**src/rtl/chime_sequencer.sv**
```systemverilog
// chime_sequencer: latches button presses and plays each selected sound word for a fixed hold time, followed by a silent gap.
module chime_sequencer #(
    parameter int WIDTH       = 24,
    parameter int CHANNELS    = 4,
    parameter int HOLD_CYCLES = 8,
    parameter int GAP_CYCLES  = 2,
    localparam int CW = (CHANNELS > 1) ? $clog2(CHANNELS) : 1
) (
    input  logic                      clk,
    input  logic                      rst,
    input  logic [CHANNELS*WIDTH-1:0] sounds,
    input  logic [CHANNELS-1:0]       press,
    output logic [WIDTH-1:0]          out,
    output logic [CW-1:0]             active_ch,
    output logic                      busy,
    output logic [CHANNELS-1:0]       pending,
    output logic                      done
);
    localparam int MAXC = (HOLD_CYCLES > GAP_CYCLES) ? HOLD_CYCLES : GAP_CYCLES;
    localparam int NW   = (MAXC > 1) ? $clog2(MAXC) : 1;
    localparam logic [1:0] IDLE = 2'd0;
    localparam logic [1:0] PLAY = 2'd1;
    localparam logic [1:0] GAP  = 2'd2;

    logic [1:0]          state;
    logic [NW-1:0]       cnt;
    logic [CW-1:0]       winner;
    logic [CHANNELS-1:0] start_clr;
    logic [WIDTH-1:0]    words [CHANNELS];

    for (genvar i = 0; i < CHANNELS; i++) begin : g_word
        assign words[i] = sounds[i*WIDTH +: WIDTH];
    end

    always_comb begin
        winner = '0;
        for (int i = CHANNELS - 1; i >= 0; i--)
            if (pending[i]) winner = CW'(i);
    end

    // Isolate the lowest set pending bit; it is cleared only when a sound actually starts.
    assign start_clr = (state == IDLE) ? (pending & (~pending + 1'b1)) : '0;

    always_ff @(posedge clk) begin
        if (rst) begin
            state     <= IDLE;
            cnt       <= '0;
            out       <= '0;
            active_ch <= '0;
            busy      <= 1'b0;
            pending   <= '0;
            done      <= 1'b0;
        end else begin
            pending <= (pending & ~start_clr) | press;
            done    <= 1'b0;
            if (state == IDLE) begin
                if (|pending) begin
                    state     <= PLAY;
                    active_ch <= winner;
                    out       <= words[winner];
                    busy      <= 1'b1;
                    cnt       <= NW'(HOLD_CYCLES - 1);
                end
            end else if (state == PLAY) begin
                if (cnt == '0) begin
                    state <= GAP;
                    out   <= '0;
                    done  <= 1'b1;
                    cnt   <= NW'(GAP_CYCLES - 1);
                end else begin
                    cnt <= cnt - 1'b1;
                end
            end else begin
                if (cnt == '0) begin
                    state     <= IDLE;
                    busy      <= 1'b0;
                    active_ch <= '0;
                end else begin
                    cnt <= cnt - 1'b1;
                end
            end
        end
    end
endmodule

```
**config.mk**
```make
export PLATFORM = sky130hd
export DESIGN_NAME = chime_sequencer
export DESIGN_NICKNAME = d
export VERILOG_FILES = /design/src/rtl/chime_sequencer.sv
export SDC_FILE = /design/constraint.sdc
export NUM_CORES = 1
export LEC_CHECK = 0
export BUFFER_PORTS_ARGS = -buffer_cell sky130_fd_sc_hd__buf_2
export CORE_MARGIN = 2
export CORE_UTILIZATION = 39
export DETAILED_ROUTE_END_ITERATION = 16
export PLACE_DENSITY_LB_ADDON = 0.2
export SYNTH_ARGS = -nofsm -noshare
export SYNTH_HDL_FRONTEND = slang
export SYNTH_SLANG_ARGS = --single-unit
```
**constraint.sdc**
```tcl
create_clock -name clk -period 1.57 [get_ports clk]
set_input_delay 0.314 -clock clk [delete_from_list [all_inputs] [get_ports clk]]
set_output_delay 0.314 -clock clk [all_outputs]
set_load 0.1 [all_outputs]
```
==> impl_results.md, run 1 <==
* Per-instance average area after synthesis at 8.83 µm²
* Largest net degree at the start of global routing at 38
* Endpoint type of the worst setup path: register
* Number of buffers created by CTS at 5
* Num rows at 26
* Period minus WS final at 1.49 ns
* Number of nets in the synthesized netlist at 346
* Starting utilization of the core area at 41.1%
* Average wire per standard cell at 14.5 µm
* Worst-Skew Late Latency at 0.30 ns
* Hold buffer count at CTS at 0
* Tightest Pin Transition at 0.500 ns
* Routed vias at 2335
* Share of layout cells above drive strength 1 at 48.8%
* Number of endpoints with negative hold slack in the final report at 0
* I/O Buffers at 133
* Beginning of the worst hold path: press[1]
* Antenna violations before repair at 0
* Clock tree skew after final layout at 0.0111 ns
* Hold Crit Depth at 3
* Setup TNS at 0 ns
* Remaining number of nets flagged by the antenna check after routing at 0
* Slowest stage cell on the critical path: sky130_fd_sc_hd__dfxtp_1
* Number of setup violations in the final report at 0
* Critical path depth at 7
* Worst setup path startpoint: cnt[0]
* Post-Place Cells at 437
* Clock edge transition at the registers on the reported setup and hold paths at 0.08 ns
* CTS root buffer: sky130_fd_sc_hd__clkbuf_8
* CTS sink cnt at 37
* Critical path start-end classification: register to register
* Hold slack at 0.229 ns
* Max Root-Sink Buffers at 2
* Worst Reg-to-Reg Cells at 7
* Diodes inserted at 0
* Number of storage elements in the synthesis netlist at 37
* Drt drc at 0
* Type of origin of the critical path: register
* Floorplan die height at 77.9 µm
* Tightest slew margin relative to the limit at 66.9%
* Outcome: completed
* Grt ovf at 0
* Unrepaired setup endpoints after global routing: no
* Max-capacitance violation count at 0
* Post-route fraction of the period consumed by the critical path at 94.9%
* Sink of the worst hold path: pending[1]
* Deepest level of the CTS H-tree at 2
* Signal arrival time at the worst endpoint at 1.69 ns
* Final number of max-transition violations at 0
* Class of the worst hold path: primary input to register
* GP Congestion at 0.817
* Iteration count of the initial detailed-routing pass at 4
* Worst path bufs/invs at 2
* Number of I/O pins at 134
* Data required time at the worst endpoint at 1.77 ns
* Cell family with the largest share of critical-path delay: adder cells
* Part of the Yosys area used for sequential elements at 34.8%
* Cell count after synthesis at 241
* Wire length of the first global-routing pass at 10500 µm
* Total track usage at 21.6%
* Core Footprint at 5170 µm²
* HPWL Detailed at 4740 µm
* Number of distinct standard cells referenced by the synthesized netlist at 31
* Non-filler cells, final at 445
* Power per standard cell area at 1390 nW/µm²
* Post-CTS setup buffer count at 0
* Area grow syn2layout at 46.5%
* Flop-to-flop setup slack at 0.08 ns
* Width of the chip at 77.9 µm
* Placed inst area at 2980 µm²
* Critical path peak fanout at 13
* Leakage power at 1.47 nW
* Final std cell area, no fill at 3120 µm²
* Yosys Warn Count at 0
* FMAX at 671 MHz
* Worst path max stage delay at 0.36 ns
* Peak ir drop on the vdd network at 564 µV
* Final WL at 6460 µm
* Post-layout nets at 479
* Endpoint of the lowest-slack register-to-register path: out[12]
* CTS tree: yes
* Die area at 6060 µm²
* Cell Area, Synth at 2130 µm²
* Worst R2R Start: cnt[0]
* Vias in the first global route at 2246
* Average vias per placed instance at 5.25
* Initial DRC count at 100
* CP cell instances: inv_1, ha_2, ha_4, nand3b_4, buf_12, a21oi_1, a311oi_1
through the flow:
step | utilization, % | worst slack [ns] | total power [W]
3_3_place_gp | 57.5 | 0.0416 | 0.00348
4_1_cts | 59.9 | 0.00144 | 0.00434
5_1_grt | 60.2 | 0.00393 | 0.00457
6_report | 60.2 | 0.0796 | 0.00433
2_1_floorplan | - | 0.0179 | 0.00299
3_5_place_dp | 57.5 | -0.109 | 0.00351
routing by layer:
metal | share of wire (%) | global-route usage (%) | routed length (µm)
met5 | 0 | 0 | 0
met4 | 1.4 | 7.14 | 91
met3 | 7.4 | 4.88 | 475
met2 | 50 | 36.9 | 3260
met1 | 41 | 26.6 | 2630
worst max-delay path by stage:
stage	endpoint	slack [ns]
floorplan	out[10]	0.02
global placement	out[10]	0.04
detailed placement	out[12]	-0.11
CTS	out[12]	0.001
global route	out[4]	0.004
finish	out[12]	0.08
final cells by class:
class                   instances  area [µm²]
flip-flops and latches         37         756
multi-input cells             170        1230
clock inverters                 3        41.3
repair buffers                152         902
well taps                      70        87.6
fillers                       465        2060
clock buffers                   5        68.8
inverters                       8        30.0
sequential cells by signal (all words and copies together), names as in the netlist:
name       flops
pending        4
cnt            3
state          2
done           1
out           24
busy           1
active_ch      2
worst reg2reg max path: stages (launching register included):
cell,delay [ns]
sky130_fd_sc_hd__dfxtp_1,0.36
sky130_fd_sc_hd__inv_1,0.08
sky130_fd_sc_hd__ha_2,0.21
sky130_fd_sc_hd__ha_4,0.19
sky130_fd_sc_hd__nand3b_4,0.10
sky130_fd_sc_hd__buf_12,0.14
sky130_fd_sc_hd__a21oi_1,0.07
sky130_fd_sc_hd__a311oi_1,0.26
placed cells by master, fill, tap and decap left out, types with 2 or more instances in the layout:
| master | netlist | final |
|---|---|---|
| sky130_fd_sc_hd__buf_2 | 8 | 132 |
| sky130_fd_sc_hd__a21oi_1 | 33 | 33 |
| sky130_fd_sc_hd__dfxtp_1 | 37 | 33 |
| sky130_fd_sc_hd__nand2_1 | 31 | 31 |
| sky130_fd_sc_hd__a22oi_1 | 24 | 24 |
| sky130_fd_sc_hd__a22o_1 | 24 | 24 |
| sky130_fd_sc_hd__a311oi_1 | 14 | 14 |
| sky130_fd_sc_hd__buf_4 | 7 | 12 |
| sky130_fd_sc_hd__a311oi_2 | 10 | 10 |
| sky130_fd_sc_hd__inv_1 | 8 | 8 |
| sky130_fd_sc_hd__nor2_1 | 8 | 7 |
| sky130_fd_sc_hd__buf_12 | 0 | 7 |
| sky130_fd_sc_hd__clkbuf_8 | 0 | 5 |
| sky130_fd_sc_hd__dfxtp_4 | 0 | 4 |
| sky130_fd_sc_hd__o211ai_1 | 3 | 3 |
| sky130_fd_sc_hd__nand3_1 | 3 | 3 |
| sky130_fd_sc_hd__o21ai_0 | 3 | 3 |
| sky130_fd_sc_hd__nor2_2 | 1 | 2 |
Yosys cell counts (all sizes together):
| cell | count | area [µm²] |
|---|---|---|
| o31ai | 1 | 21.3 |
| nor2 | 10 | 47.6 |
| nor2b | 2 | 12.5 |
| o22ai | 1 | 6.26 |
| o21ai | 3 | 15.0 |
| a22oi | 24 | 180 |
| nand3 | 3 | 15.0 |
| ha | 3 | 37.5 |
| clkbuf | 5 | 18.8 |
| and2b | 1 | 7.51 |
| a211o | 1 | 8.76 |
| a21boi | 1 | 11.3 |
| nor3 | 1 | 5.00 |
| a311oi | 24 | 273 |
| mux2i | 1 | 10.0 |
| a32oi | 1 | 8.76 |
| nor3b | 1 | 7.51 |
| buf | 21 | 145 |
| inv | 8 | 30.0 |
| nand2 | 31 | 116 |
| o211ai | 3 | 22.5 |
| a22o | 24 | 210 |
| nand3b | 1 | 11.3 |
| a21oi | 33 | 165 |
| dfxtp | 37 | 741 |
logic make-up after synthesis:
group,Yosys count,share of synthesized area (%)
muxes,1,0.471
adders and majority gates,3,1.76
buffers and inverters,34,9.12
AOI/OAI and AO/OA,116,43.4
DFF,37,34.8
and+or+nand+nor,50,10.5
what timing repair did:
item                                    4_1_cts  5_1_grt
gates resized for setup                       2        4
endpoints found under the setup margin       24       24
pin swaps                                     0        1
report_power, final:
group	switching (W)	total (W)	internal, W
Clock	0.000349	0.000816	0.000467
Sequential	0.000105	0.00121	0.00111
Combinational	0.00166	0.00230	0.000642
Total	0.00212	0.00433	0.00222
(Power assumes the default switching activity.)
==> inputs of run 2 (changes only) <==
--- a/config.mk
+++ b/config.mk
@@ -6,10 +6,12 @@
 export NUM_CORES = 1
 export LEC_CHECK = 0
 export BUFFER_PORTS_ARGS = -buffer_cell sky130_fd_sc_hd__buf_2
+export CORE_ASPECT_RATIO = 0.5
 export CORE_MARGIN = 2
 export CORE_UTILIZATION = 39
 export DETAILED_ROUTE_END_ITERATION = 16
 export PLACE_DENSITY_LB_ADDON = 0.2
+export SKIP_LAST_GASP = 1
 export SYNTH_ARGS = -nofsm -noshare
 export SYNTH_HDL_FRONTEND = slang
 export SYNTH_SLANG_ARGS = --single-unit
==> run 2 against run 1 <==
Net effect: largest power group unchanged; register-to-register slack hardly changed; critical path type unchanged; die area is 0.59% higher; critical path depth did not move; final area shrank 1.3%; global-route usage fell by 0.19 points; hold slack got worse by 0.0056 ns; combinational power about the same; sequential share of layout area rose by 0.37 points.
==> impl_results.md, run 2 (synthesis gave the netlist of run 1 again) <==
* FMAX at 672 MHz (+0.14%)
* Post-layout total power at 0.00419 W (-3.4%)
* Deepest level of the CTS H-tree at 2 (unchanged)
* Initial DRC count at 124 (+24%)
* CTS sink cnt at 37 (unchanged)
* Area grow syn2layout at 44.5%
* Total track usage at 21.4% (-0.19 points)
* Iteration count of the initial detailed-routing pass at 4 (unchanged)
* Largest registers in the final layout: out x24, pending x4, cnt x3
* CP cell instances: inv_1, ha_2, ha_4, nand3b_4, clkbuf_16, a21oi_1, a311oi_2
* Critical path peak fanout at 13 (unchanged)
* Endpoint type of the worst setup path: register
* Tightest Pin Transition at 0.498 ns (-0.00116 ns)
* Class of the worst hold path: primary input to register
* HPWL Detailed at 4970 µm (+4.9%)
* Antenna violations before repair at 0 (unchanged)
* Final WL at 6820 µm (+5.5%)
* Die area at 6100 µm² (+0.59%)
* Endpoint of the lowest-slack register-to-register path: out[3]
* Worst Reg-to-Reg Cells at 7 (unchanged)
* Final Core Density at 60.4% (+0.17 points)
* CTS tree: yes
* Drt drc at 0 (unchanged)
* CTS root buffer: sky130_fd_sc_hd__clkbuf_8
* Remaining number of nets flagged by the antenna check after routing at 0 (unchanged)
* Max-capacitance violation count at 0 (unchanged)
* Routed vias at 2424 (+3.8%)
* Number of I/O pins at 134 (unchanged)
* Clock edge transition at the registers on the reported setup and hold paths at 0.08 ns (about the same)
* Clock tree skew after final layout at 0.00536 ns (-0.00578 ns)
* Slowest stage cell on the critical path: sky130_fd_sc_hd__dfxtp_2
* Worst R2R Start: cnt[0]
* Worst setup path startpoint: cnt[0]
* Peak ir drop on the vdd network at 734 µV (+30%)
* Register with the most flip-flops: out
* Vias in the first global route at 2324 (+3.5%)
* I/O Buffers at 133 (unchanged)
* Share of layout cells above drive strength 1 at 48.9% (+0.12 points)
* Max Root-Sink Buffers at 2 (unchanged)
* Wire length of the first global-routing pass at 10300 µm (-1.6%)
* Tightest slew margin relative to the limit at 67.0% (+0.077 points)
* Worst-Skew Late Latency at 0.29 ns (about the same)
* Number of buffers created by CTS at 5 (unchanged)
* Leakage power at 1.46 nW (-1.2%)
* Flop-to-flop setup slack at 0.08 ns (about the same)
* Final number of max-transition violations at 0 (unchanged)
* Period minus WS final at 1.49 ns (-0.00208 ns)
* Number of setup violations in the final report at 0 (unchanged)
* Diodes inserted at 0 (unchanged)
* Core Footprint at 5090 µm² (-1.6%)
* Post-layout nets at 476 (-0.63%)
* Number of endpoints with negative hold slack in the final report at 0 (unchanged)
* Unrepaired setup endpoints after global routing: yes
* Grt ovf at 0 (unchanged)
* Worst path max stage delay at 0.33 ns (-0.03 ns)
* Num rows at 18 (-31%)
* Starting utilization of the core area at 41.8% (+0.67 points)
* Post-route fraction of the period consumed by the critical path at 94.8% (-0.13 points)
* Floorplan die height at 56.2 µm (-28%)
* Average vias per placed instance at 5.48 (+4.5%)
* Critical path start-end classification: register to register
* Leading cell type in the layout, fill and taps excluded: sky130_fd_sc_hd__buf_2
* GP Congestion at 0.745 (-8.8%)
* Signal arrival time at the worst endpoint at 1.66 ns (-0.03 ns)
* Power per standard cell area at 1360 nW/µm² (-2.1%)
* Type of origin of the critical path: register
* Data required time at the worst endpoint at 1.74 ns (-0.03 ns)
* Largest net degree at the start of global routing at 38 (unchanged)
* Width of the chip at 108 µm (+39%)
* Hold buffer count at CTS at 0 (unchanged)
* Capturing instance or port of the critical path: out[3]
* Outcome: completed
* Commonest cells after routing, fill and taps aside: sky130_fd_sc_hd__buf_2 (132), sky130_fd_sc_hd__dfxtp_1 (32), sky130_fd_sc_hd__nand2_1 (31), sky130_fd_sc_hd__a21oi_1 (31)
* Largest register FFs at 24 (unchanged)
* Average wire per standard cell at 15.4 µm (+6.2%)
## run 2: cell types whose count changed in the layout (fill, tap and decap cells not counted), moves of 2 or more
cell / before / now
sky130_fd_sc_hd__a21oi_1: 33 / 31
sky130_fd_sc_hd__a21oi_2: 0 / 2
sky130_fd_sc_hd__buf_4: 12 / 10
sky130_fd_sc_hd__clkinv_2: 0 / 2
## run 2: area by class of cell
class | instances | area (µm²)
sequential | 37 | 757
inverter | 8 | 30.0
multi-input combinational | 170 | 1240
clock buffer | 6 | 72.6
timing repair buffer | 149 | 881
clock inverter | 2 | 10.0
fill | 465 | 2020
tap | 70 | 87.6
## run 2: layer usage
layer  GRT usage [%]  vias to the layer above  routed length (µm)
met2            39.7                       65                3430
li1                -                     1185                   -
met5               0                        -                   0
met1            24.4                     1165                2900
met3            5.04                        9                 429
met4            5.68                        0                  57
## run 2: critical path, delay by kind of cell, from the launching register on
kind | cells | cell delay [ns]
and+or+nand+nor | 1 | 0.12
buffers and inverters | 2 | 0.28
adders and majority gates | 2 | 0.39
AOI/OAI and AO/OA | 2 | 0.26
DFF | 1 | 0.33
## run 2: per-stage QoR
| stage | cell area [µm²] | cells | setup TNS [ns] | hold WS [ns] | setup slack, ns |
|---|---|---|---|---|---|
| finish | 3070 | 442 | 0 | 0.224 | 0.0817 |
| global route | 3070 | 442 | -0.00580 | 0.249 | -0.00580 |
| CTS | 3020 | 441 | -0.00570 | 0.219 | -0.00570 |
| detailed placement | 2930 | 433 | -0.458 | 0.446 | -0.0639 |
| global placement | 2930 | 433 | 0 | 0.453 | 0.0522 |
| floorplan | 2150 | 241 | 0 | 0.430 | 0.0179 |
## run 2: timing repair
item                       CTS  global route
setup buffers                0             0
cloned                       0             1
pin swaps                    1             3
resized for setup            1             6
setup endpoints to repair   24            25
## run 2: report_power, final
group          internal, W  total (W)  switching (W)
Combinational     0.000638    0.00231        0.00167
Clock             0.000308   0.000657       0.000349
Sequential         0.00111    0.00122       0.000113
Total              0.00205    0.00419        0.00213
## run 2: how the worst min path moves through the flow
| stage | start | to | slack, ns | depth (start not counted) |
|---|---|---|---|---|
| 6_report | press[2] | pending[2] | 0.22 | 3 |
| 5_1_grt | press[2] | pending[2] | 0.25 | 3 |
| 4_1_cts | press[2] | pending[2] | 0.22 | 3 |
| 3_5_place_dp | busy | busy | 0.45 | 2 |
| 3_3_place_gp | busy | busy | 0.45 | 2 |
| 2_1_floorplan | press[1] | pending[1] | 0.43 | 2 |
